$ cat config.mk
export PLATFORM = sky130hd
export DESIGN_NAME = result_trace_buffer
export DESIGN_NICKNAME = d
export VERILOG_FILES = /design/src/rtl/trace_pkg.sv /design/src/rtl/trace_fifo.sv /design/src/rtl/result_trace_buffer.sv
export SDC_FILE = /design/constraint.sdc
export NUM_CORES = 1
export LEC_CHECK = 0
export CAP_MARGIN = 25
export CORE_MARGIN = 3
export CORE_UTILIZATION = 51
export CTS_BUF_LIST = sky130_fd_sc_hd__clkbuf_8
export CTS_CLUSTER_SIZE = 25
export DETAILED_ROUTE_END_ITERATION = 10
export DONT_BUFFER_PORTS = 1
export PLACE_DENSITY = 0.68
export SETUP_SLACK_MARGIN = 0.3
export SLEW_MARGIN = 20
export SYNTH_ARGS = -nofsm -noshare
export SYNTH_HDL_FRONTEND = slang
export SYNTH_HIERARCHICAL = 1
export SYNTH_SLANG_ARGS = --single-unit
$ cat constraint.sdc
create_clock -name clk -period 8 [get_ports clk]
set_input_delay 1.2 -clock clk [delete_from_list [all_inputs] [get_ports clk]]
set_output_delay 1.2 -clock clk [all_outputs]
set_load 0.1 [all_outputs]
$ cat src/rtl/trace_pkg.sv
// Shared definitions for the result trace buffer.
//   RESULT_W    : width of the processor result bus.
//   CYCLE_W_DEF : default timestamp width.
//   trace_entry_t : one captured entry {cycle, data} at the default widths.
//                   The FIFO stores the same layout as a flat vector
//                   {cycle, data}, so the struct also describes its bit order.
package trace_pkg;

  localparam int RESULT_W    = 32;
  localparam int CYCLE_W_DEF = 16;

  typedef struct packed {
    logic [CYCLE_W_DEF-1:0] cycle;
    logic [RESULT_W-1:0]    data;
  } trace_entry_t;

endpackage

$ cat src/rtl/trace_fifo.sv
// Synchronous FIFO holding captured trace entries.
// Ports:
//   clk, rst   : clock and synchronous active-high reset (pointers, count).
//   push       : write wr_data at the tail; ignored when full unless popping.
//   wr_data    : entry to store.
//   pop        : advance the head; ignored when empty.
//   rd_data    : head entry, forced to zero while empty.
//   full/empty : occupancy flags derived from the registered count.
//   count      : number of stored entries (0..DEPTH).
module trace_fifo #(
  parameter int DEPTH = 16,
  parameter int WIDTH = 48
) (
  input  logic                     clk,
  input  logic                     rst,
  input  logic                     push,
  input  logic [WIDTH-1:0]         wr_data,
  input  logic                     pop,
  output logic [WIDTH-1:0]         rd_data,
  output logic                     full,
  output logic                     empty,
  output logic [$clog2(DEPTH):0]   count
);

  localparam int PTR_W = $clog2(DEPTH);
  localparam int CNT_W = PTR_W + 1;

  logic [WIDTH-1:0] mem_q [DEPTH];

  logic [PTR_W-1:0] wr_ptr_q, wr_ptr_d;
  logic [PTR_W-1:0] rd_ptr_q, rd_ptr_d;
  logic [CNT_W-1:0] count_q, count_d;

  logic do_push;
  logic do_pop;

  assign full  = (count_q == CNT_W'(DEPTH));
  assign empty = (count_q == '0);
  assign count = count_q;

  // A push into a full FIFO is legal only when the head leaves in the same
  // cycle; the write then lands in the slot the head is vacating.
  assign do_pop  = pop && !empty;
  assign do_push = push && (!full || do_pop);

  // Head is read straight from storage: it only changes on a pop edge, so it
  // stays stable while the consumer stalls and has no path from pop.
  assign rd_data = empty ? '0 : mem_q[rd_ptr_q];

  always_comb begin
    wr_ptr_d = wr_ptr_q;
    rd_ptr_d = rd_ptr_q;
    count_d  = count_q;
    // Power-of-two depth: pointers wrap by natural overflow.
    if (do_push) wr_ptr_d = wr_ptr_q + PTR_W'(1);
    if (do_pop)  rd_ptr_d = rd_ptr_q + PTR_W'(1);
    case ({do_push, do_pop})
      2'b10:   count_d = count_q + CNT_W'(1);
      2'b01:   count_d = count_q - CNT_W'(1);
      default: count_d = count_q;
    endcase
  end

  always_ff @(posedge clk) begin
    if (rst) begin
      wr_ptr_q <= '0;
      rd_ptr_q <= '0;
      count_q  <= '0;
    end else begin
      wr_ptr_q <= wr_ptr_d;
      rd_ptr_q <= rd_ptr_d;
      count_q  <= count_d;
    end
  end

  // Storage carries data only; stale contents are unreachable after reset
  // because the count gates every read.
  always_ff @(posedge clk) begin
    if (do_push && !rst) mem_q[wr_ptr_q] <= wr_data;
  end

endmodule

$ cat src/rtl/result_trace_buffer.sv
// Result trace buffer: watches a processor result bus, timestamps every
// change while capture is enabled and queues it for a consumer.
// Ports:
//   clk, rst    : clock, synchronous active-high reset.
//   result      : result bus, sampled every cycle.
//   capture_en  : enables change detection and capture.
//   out_ready   : consumer accepts the head entry.
//   out_valid   : head entry present.
//   out_data    : head entry result value.
//   out_cycle   : head entry timestamp.
//   count       : stored entries.
//   overflow    : sticky, set when a capture was dropped on a full buffer.
//   drop_cnt    : dropped captures, saturating at 255.
module result_trace_buffer
  import trace_pkg::*;
#(
  parameter int DEPTH   = 16,
  parameter int CYCLE_W = CYCLE_W_DEF
) (
  input  logic                    clk,
  input  logic                    rst,
  input  logic [RESULT_W-1:0]     result,
  input  logic                    capture_en,
  input  logic                    out_ready,
  output logic                    out_valid,
  output logic [RESULT_W-1:0]     out_data,
  output logic [CYCLE_W-1:0]      out_cycle,
  output logic [$clog2(DEPTH):0]  count,
  output logic                    overflow,
  output logic [7:0]              drop_cnt
);

  localparam int ENTRY_W = CYCLE_W + RESULT_W;

  function automatic logic [7:0] sat_inc8(input logic [7:0] v);
    return (v == 8'hFF) ? v : v + 8'd1;
  endfunction

  logic [CYCLE_W-1:0]  cyc_q, cyc_d;
  logic [RESULT_W-1:0] prev_q, prev_d;
  logic                overflow_q, overflow_d;
  logic [7:0]          drop_cnt_q, drop_cnt_d;

  logic                capture_req;
  logic                pop;
  logic                drop;
  logic                fifo_full;
  logic                fifo_empty;
  logic [ENTRY_W-1:0]  wr_entry;
  logic [ENTRY_W-1:0]  rd_entry;

  // prev tracks the bus unconditionally, so re-enabling capture only sees
  // changes relative to the value present just before re-enable.
  assign capture_req = capture_en && (result != prev_q);
  assign out_valid   = !fifo_empty;
  assign pop         = out_valid && out_ready;
  // Full implies out_valid, so a ready consumer always makes room.
  assign drop        = capture_req && fifo_full && !pop;
  assign wr_entry    = {cyc_q, result};

  always_comb begin
    cyc_d      = cyc_q + CYCLE_W'(1);
    prev_d     = result;
    overflow_d = overflow_q | drop;
    drop_cnt_d = drop ? sat_inc8(drop_cnt_q) : drop_cnt_q;
  end

  always_ff @(posedge clk) begin
    if (rst) begin
      cyc_q      <= '0;
      prev_q     <= '0;
      overflow_q <= 1'b0;
      drop_cnt_q <= '0;
    end else begin
      cyc_q      <= cyc_d;
      prev_q     <= prev_d;
      overflow_q <= overflow_d;
      drop_cnt_q <= drop_cnt_d;
    end
  end

  trace_fifo #(
    .DEPTH (DEPTH),
    .WIDTH (ENTRY_W)
  ) u_fifo (
    .clk     (clk),
    .rst     (rst),
    .push    (capture_req),
    .wr_data (wr_entry),
    .pop     (pop),
    .rd_data (rd_entry),
    .full    (fifo_full),
    .empty   (fifo_empty),
    .count   (count)
  );

  assign out_cycle = rd_entry[ENTRY_W-1:RESULT_W];
  assign out_data  = rd_entry[RESULT_W-1:0];
  assign overflow  = overflow_q;
  assign drop_cnt  = drop_cnt_q;

endmodule

==> results <==
- The share of layout cells above drive strength 1 is 0.273.
- After layout, the design draws a total of roughly 11 mW.
- The tightest slew margin relative to the limit is 0.272.
- The routed design has 67.1 mm of wire.
- The first routing iteration left about 1,100 violations.
- The clock buffer count from CTS is between 100 and 150.
- The number of iterations in the first detailed-routing pass is 5.
- The worst register-to-register path ends at u_fifo/mem_q[14][40].
- After floorplanning, the core was divided into a little over 90 placement rows.
- The critical path's slowest cell is dfxtp_1.
- The routed layout has around 15,000 vias.
- Setup total negative slack on the finished layout was measured at 0 ps.
- The die outline width is about 260 µm.
- No sink is reached through more buffers than the 3 on the longest clock path.
- The overall global routing resource usage is 0.207.
- The sort of element at the end of the critical path is an output port.
- Setup violations remaining at the end of the flow were counted as 0.
- During placement, the flow inserted port buffers numbering 0.
- The post-synthesis net count is 1,585.
- The first global-routing pass estimated 102 mm of wire.
- The path with the worst hold slack has its endpoint at overflow.
- The launching point of the worst reg2reg path is u_fifo/count[3].
- The average routed wire per standard cell is roughly 26 µm.
- The pin slew with the least headroom to its limit is between 1000 and 1500 ps.
- The static leakage power is around 11 nW.
- The number of antenna violations at the first check in global routing came to 3.
- Of the total synthesized cell area, the portion taken by AND, OR, NAND and NOR gates is 0.0364.
- The synthesized design contains approximately 770 enable-type register cells.
- The share of flip-flops with an asynchronous set or reset is 0.
- The count of H-tree levels built during CTS is 4.
- The die outline height is around 260 µm.
- In this run the cell area of the synthesized design comes to around 32,000 µm².
- At the later pin of the worst-skew pair, clock insertion delay measures ~790 ps.
- The clock tree from TritonCTS is yes.
- On the final layout, the worst clock skew is 33.5 ps.
- On the worst path, the slowest cell contributes a delay of approximately 1000 ps.
- Averaged over all synthesized cells, the footprint is 21.1 µm².
- The final critical-path share of the clock period is 0.722.
- The number of gates given a new drive strength after cts is 0.
- The DRC violations left is 0.
- The worst hold path startpoint is rst.
- At the end of routability-driven placement, the weighted congestion stood at 0.774.
- For the worst setup path, the data required time is slightly below 7000 ps.
- The power density relative to cell area is approximately 310 nW/µm².
- The count of final hold-check violations is 0.
- The fraction of the mapped netlist area in compound gates was 0.0232.
- Walking the worst path, the cells encountered are or4_1 > nor2_8 > nor2_4 > buf_4 > a221o_1.
- The core area is roughly 62,000 µm².
- The estimated wirelength of the detail-placed design is between 30 and 40 mm.
- The flow ran to the end, and the final reports show no timing, DRC or antenna violations.
- For this run, the register share of the synthesized area comes to 0.756.
- The tightest min-delay check is of the primary input to flop type.
- The post-CTS repair timing setup buffer count is 0.
- The clock net in this run drives a total of ~840 sinks.
- The count of hold buffers inserted by post-cts repair is 0.
- The count of nets after finishing is 1,678.
- The die covers 66,700 µm².
- The fraction of the mapped netlist area in adder cells is 0.00447.
- The detail route stage leaves a number of antenna-violating nets equal to 0.
- The via count of the first global-routing pass came to roughly 16,000.
- The number of unique standard cell types used by synthesis is 53.
- The count of pins on the block boundary is between 90 and 100.
- The main flop type after synthesis is edfxtp_1.
- In this run the worst path has a maximum fanout of 25.
- The share of the core filled with cells in the final layout is 0.578.
- After detailed routing, the number of vias per cell comes to roughly 6.0.
- The worst setup path is launched from a flop.
- In the synthesized netlist, the number of instances is approximately 1,500.
- The layout overhead on the synthesized area is 11.0%.
- At the worst endpoint, the arrival time is ~4600 ps.
- The total overflow left after global routing is 0.
- Across the VDD grid, the largest voltage drop is around 0.25 mV.
- The cell sitting at the root of the clock tree is a clkbuf_8.
- The synthesis warning total is 6.
- Measured against the total synthesized area, the mux share comes to 0.152.
- The clock transition time at the flip-flop clock pins of the worst setup and hold paths is roughly 60 ps.
- The number of register bits inferred by synthesis is 842.
- The type of the worst setup path is flop to output port.
- The highest clock frequency the design can meet is around 170 MHz.
- The number of slew-limit violations in the final report is 0.
- Counting cells, the worst reg-to-reg path comes to 8.
- The number of max-capacitance violations reported is 0.
- The worst hold path cell count is 1.
- For flop-to-flop paths, the worst setup slack is about 3000 ps.
- The initial utilization of the core area, before any placement, comes to 0.520.
- Of the total synthesized cell area, the portion taken by XOR and XNOR cells is 0.0140.
- The maximum number of pins on one net before global-route repair is around 100.
- The shortest period the worst path allows is 5780 ps.
- Setup repair after global routing left no endpoint under its margin.
- The largest family of logic cells by synthesized area is multiplexers.
==> metal layers <==
layer,vias to the layer above,GRT usage,part of all wire
li1,6531,-,-
met1,8165,0.283,0.41
met2,521,0.330,0.50
met3,101,0.0541,0.067
met4,0,0.0656,0.020
met5,-,0,0
==> where the power goes <==
part / switching (mW) / leakage, nW / total, mW / internal, mW
Clock: 1.61 / 1.40 / 3.37 / 1.77
Sequential: 0.117 / 7.59 / 4.99 / 4.87
Combinational: 2.18 / 2.32 / 2.94 / 0.769
==> cell type report <==
| class | count | area [µm²] |
|---|---|---|
| flip-flops and latches | 842 | 24600 |
| inverters | 14 | 52.6 |
| repair buffers | 34 | 349 |
| clock inverters | 87 | 493 |
| clock buffers | 142 | 1950 |
| multi-input cells | 605 | 7590 |
| diodes | 2 | 5.00 |
| fillers | 4620 | 26300 |
| well taps | 837 | 1050 |
==> per-stage QoR <==
step                      setup WS, ps  area [µm²]  instances  hold slack (ps)
after floorplan                   3040       32500       1538              507
after global placement            2970       33500       2325              540
after detailed placement          2930       33500       2326              548
after CTS                         2070       36000       2555              414
after global routing              2060       36100       2563              433
final                             2220       36100       2563              490
==> Yosys cell counts, types with 2 or more instances <==
library cell | n | area [µm²]
a21oi_1 | 9 | 45.0
a221o_1 | 48 | 480
and3_1 | 8 | 50.1
buf_1 | 5 | 18.8
buf_2 | 37 | 185
buf_4 | 3 | 22.5
buf_6 | 8 | 90.1
clkbuf_1 | 24 | 90.1
dfxtp_1 | 74 | 1480
edfxtp_1 | 768 | 23100
ha_1 | 10 | 125
inv_1 | 14 | 52.6
mux2_2 | 49 | 552
mux2i_1 | 5 | 50.1
mux4_2 | 192 | 4320
nand2_1 | 14 | 52.6
nand2b_1 | 2 | 12.5
nand3_1 | 14 | 70.1
nand4_1 | 9 | 56.3
nor2_1 | 47 | 176
nor2_2 | 3 | 18.8
nor2b_1 | 87 | 544
nor3_1 | 4 | 20.0
nor4_1 | 10 | 62.6
o211ai_1 | 2 | 15.0
o21a_1 | 3 | 22.5
o21ai_0 | 3 | 15.0
o31ai_1 | 5 | 37.5
or2_2 | 2 | 12.5
or3_1 | 2 | 12.5
or4_1 | 5 | 37.5
xnor2_1 | 8 | 70.1
xor2_1 | 44 | 385
==> state kept, by name, summed over array words and instances (netlist names), named ones only <==
signal / cells
u_fifo/mem_q: 768
prev_q: 32
drop_cnt: 8
u_fifo/wr_ptr_q: 4
u_fifo/rd_ptr_q: 4
u_fifo/count: 5
cyc_q: 16
overflow: 1
==> layout by cell type, fill, tap and decap left out, types with 5 or more instances in the layout <==
cell        Yosys  final
mux2_2         49     49
a221o_1        48     48
mux4_2        192    192
buf_4           3     25
or4_1           5      5
o31ai_1         5      5
ha_1           10     10
nand2_1        14     14
clkinvlp_4      0      5
nor2_4          0     18
edfxtp_1      768    768
clkinv_2        0     12
inv_1          14     55
mux2i_1         5      5
nand3_1        14     14
xor2_1         44     44
nor2_1         47     31
clkinv_1        0     21
nor2b_1        87     87
nand4_1         9      9
nor4_1         10     10
dfxtp_1        74     70
xnor2_1         8      8
clkbuf_8        0    142
a21oi_1         9      9
and3_1          8      8
==> critical path: cells and delay by family, from the launching register on <==
| kind | cells | cell delay (ps) |
|---|---|---|
| AO/OA/AOI/OAI | 1 | 930 |
| buffers and inverters | 1 | 510 |
| flip-flops | 1 | 1040 |
| AND/OR/NAND/NOR | 3 | 1290 |
==> worst max path at each step <==
| stage | cells after the start | startpoint | end |
|---|---|---|---|
| 2_1_floorplan | 9 | result[7] | u_fifo/mem_q[12][0] |
| 3_3_place_gp | 5 | u_fifo/count[0] | out_data[13] |
| 3_5_place_dp | 5 | u_fifo/count[0] | out_data[13] |
| 4_1_cts | 5 | u_fifo/count[0] | out_data[13] |
| 5_1_grt | 5 | u_fifo/count[3] | out_data[13] |
| 6_report | 5 | u_fifo/count[3] | out_data[13] |
==> logic make-up after synthesis <==
family | count (synthesis)
AO/OA/AOI/OAI | 84
XOR/XNOR | 52
adder cells (fa/ha/maj) | 11
buffers and inverters | 91
flip-flops | 842
multiplexers | 246
AND/OR/NAND/NOR | 212
No activity file was read; power rests on OpenSTA's default activity.
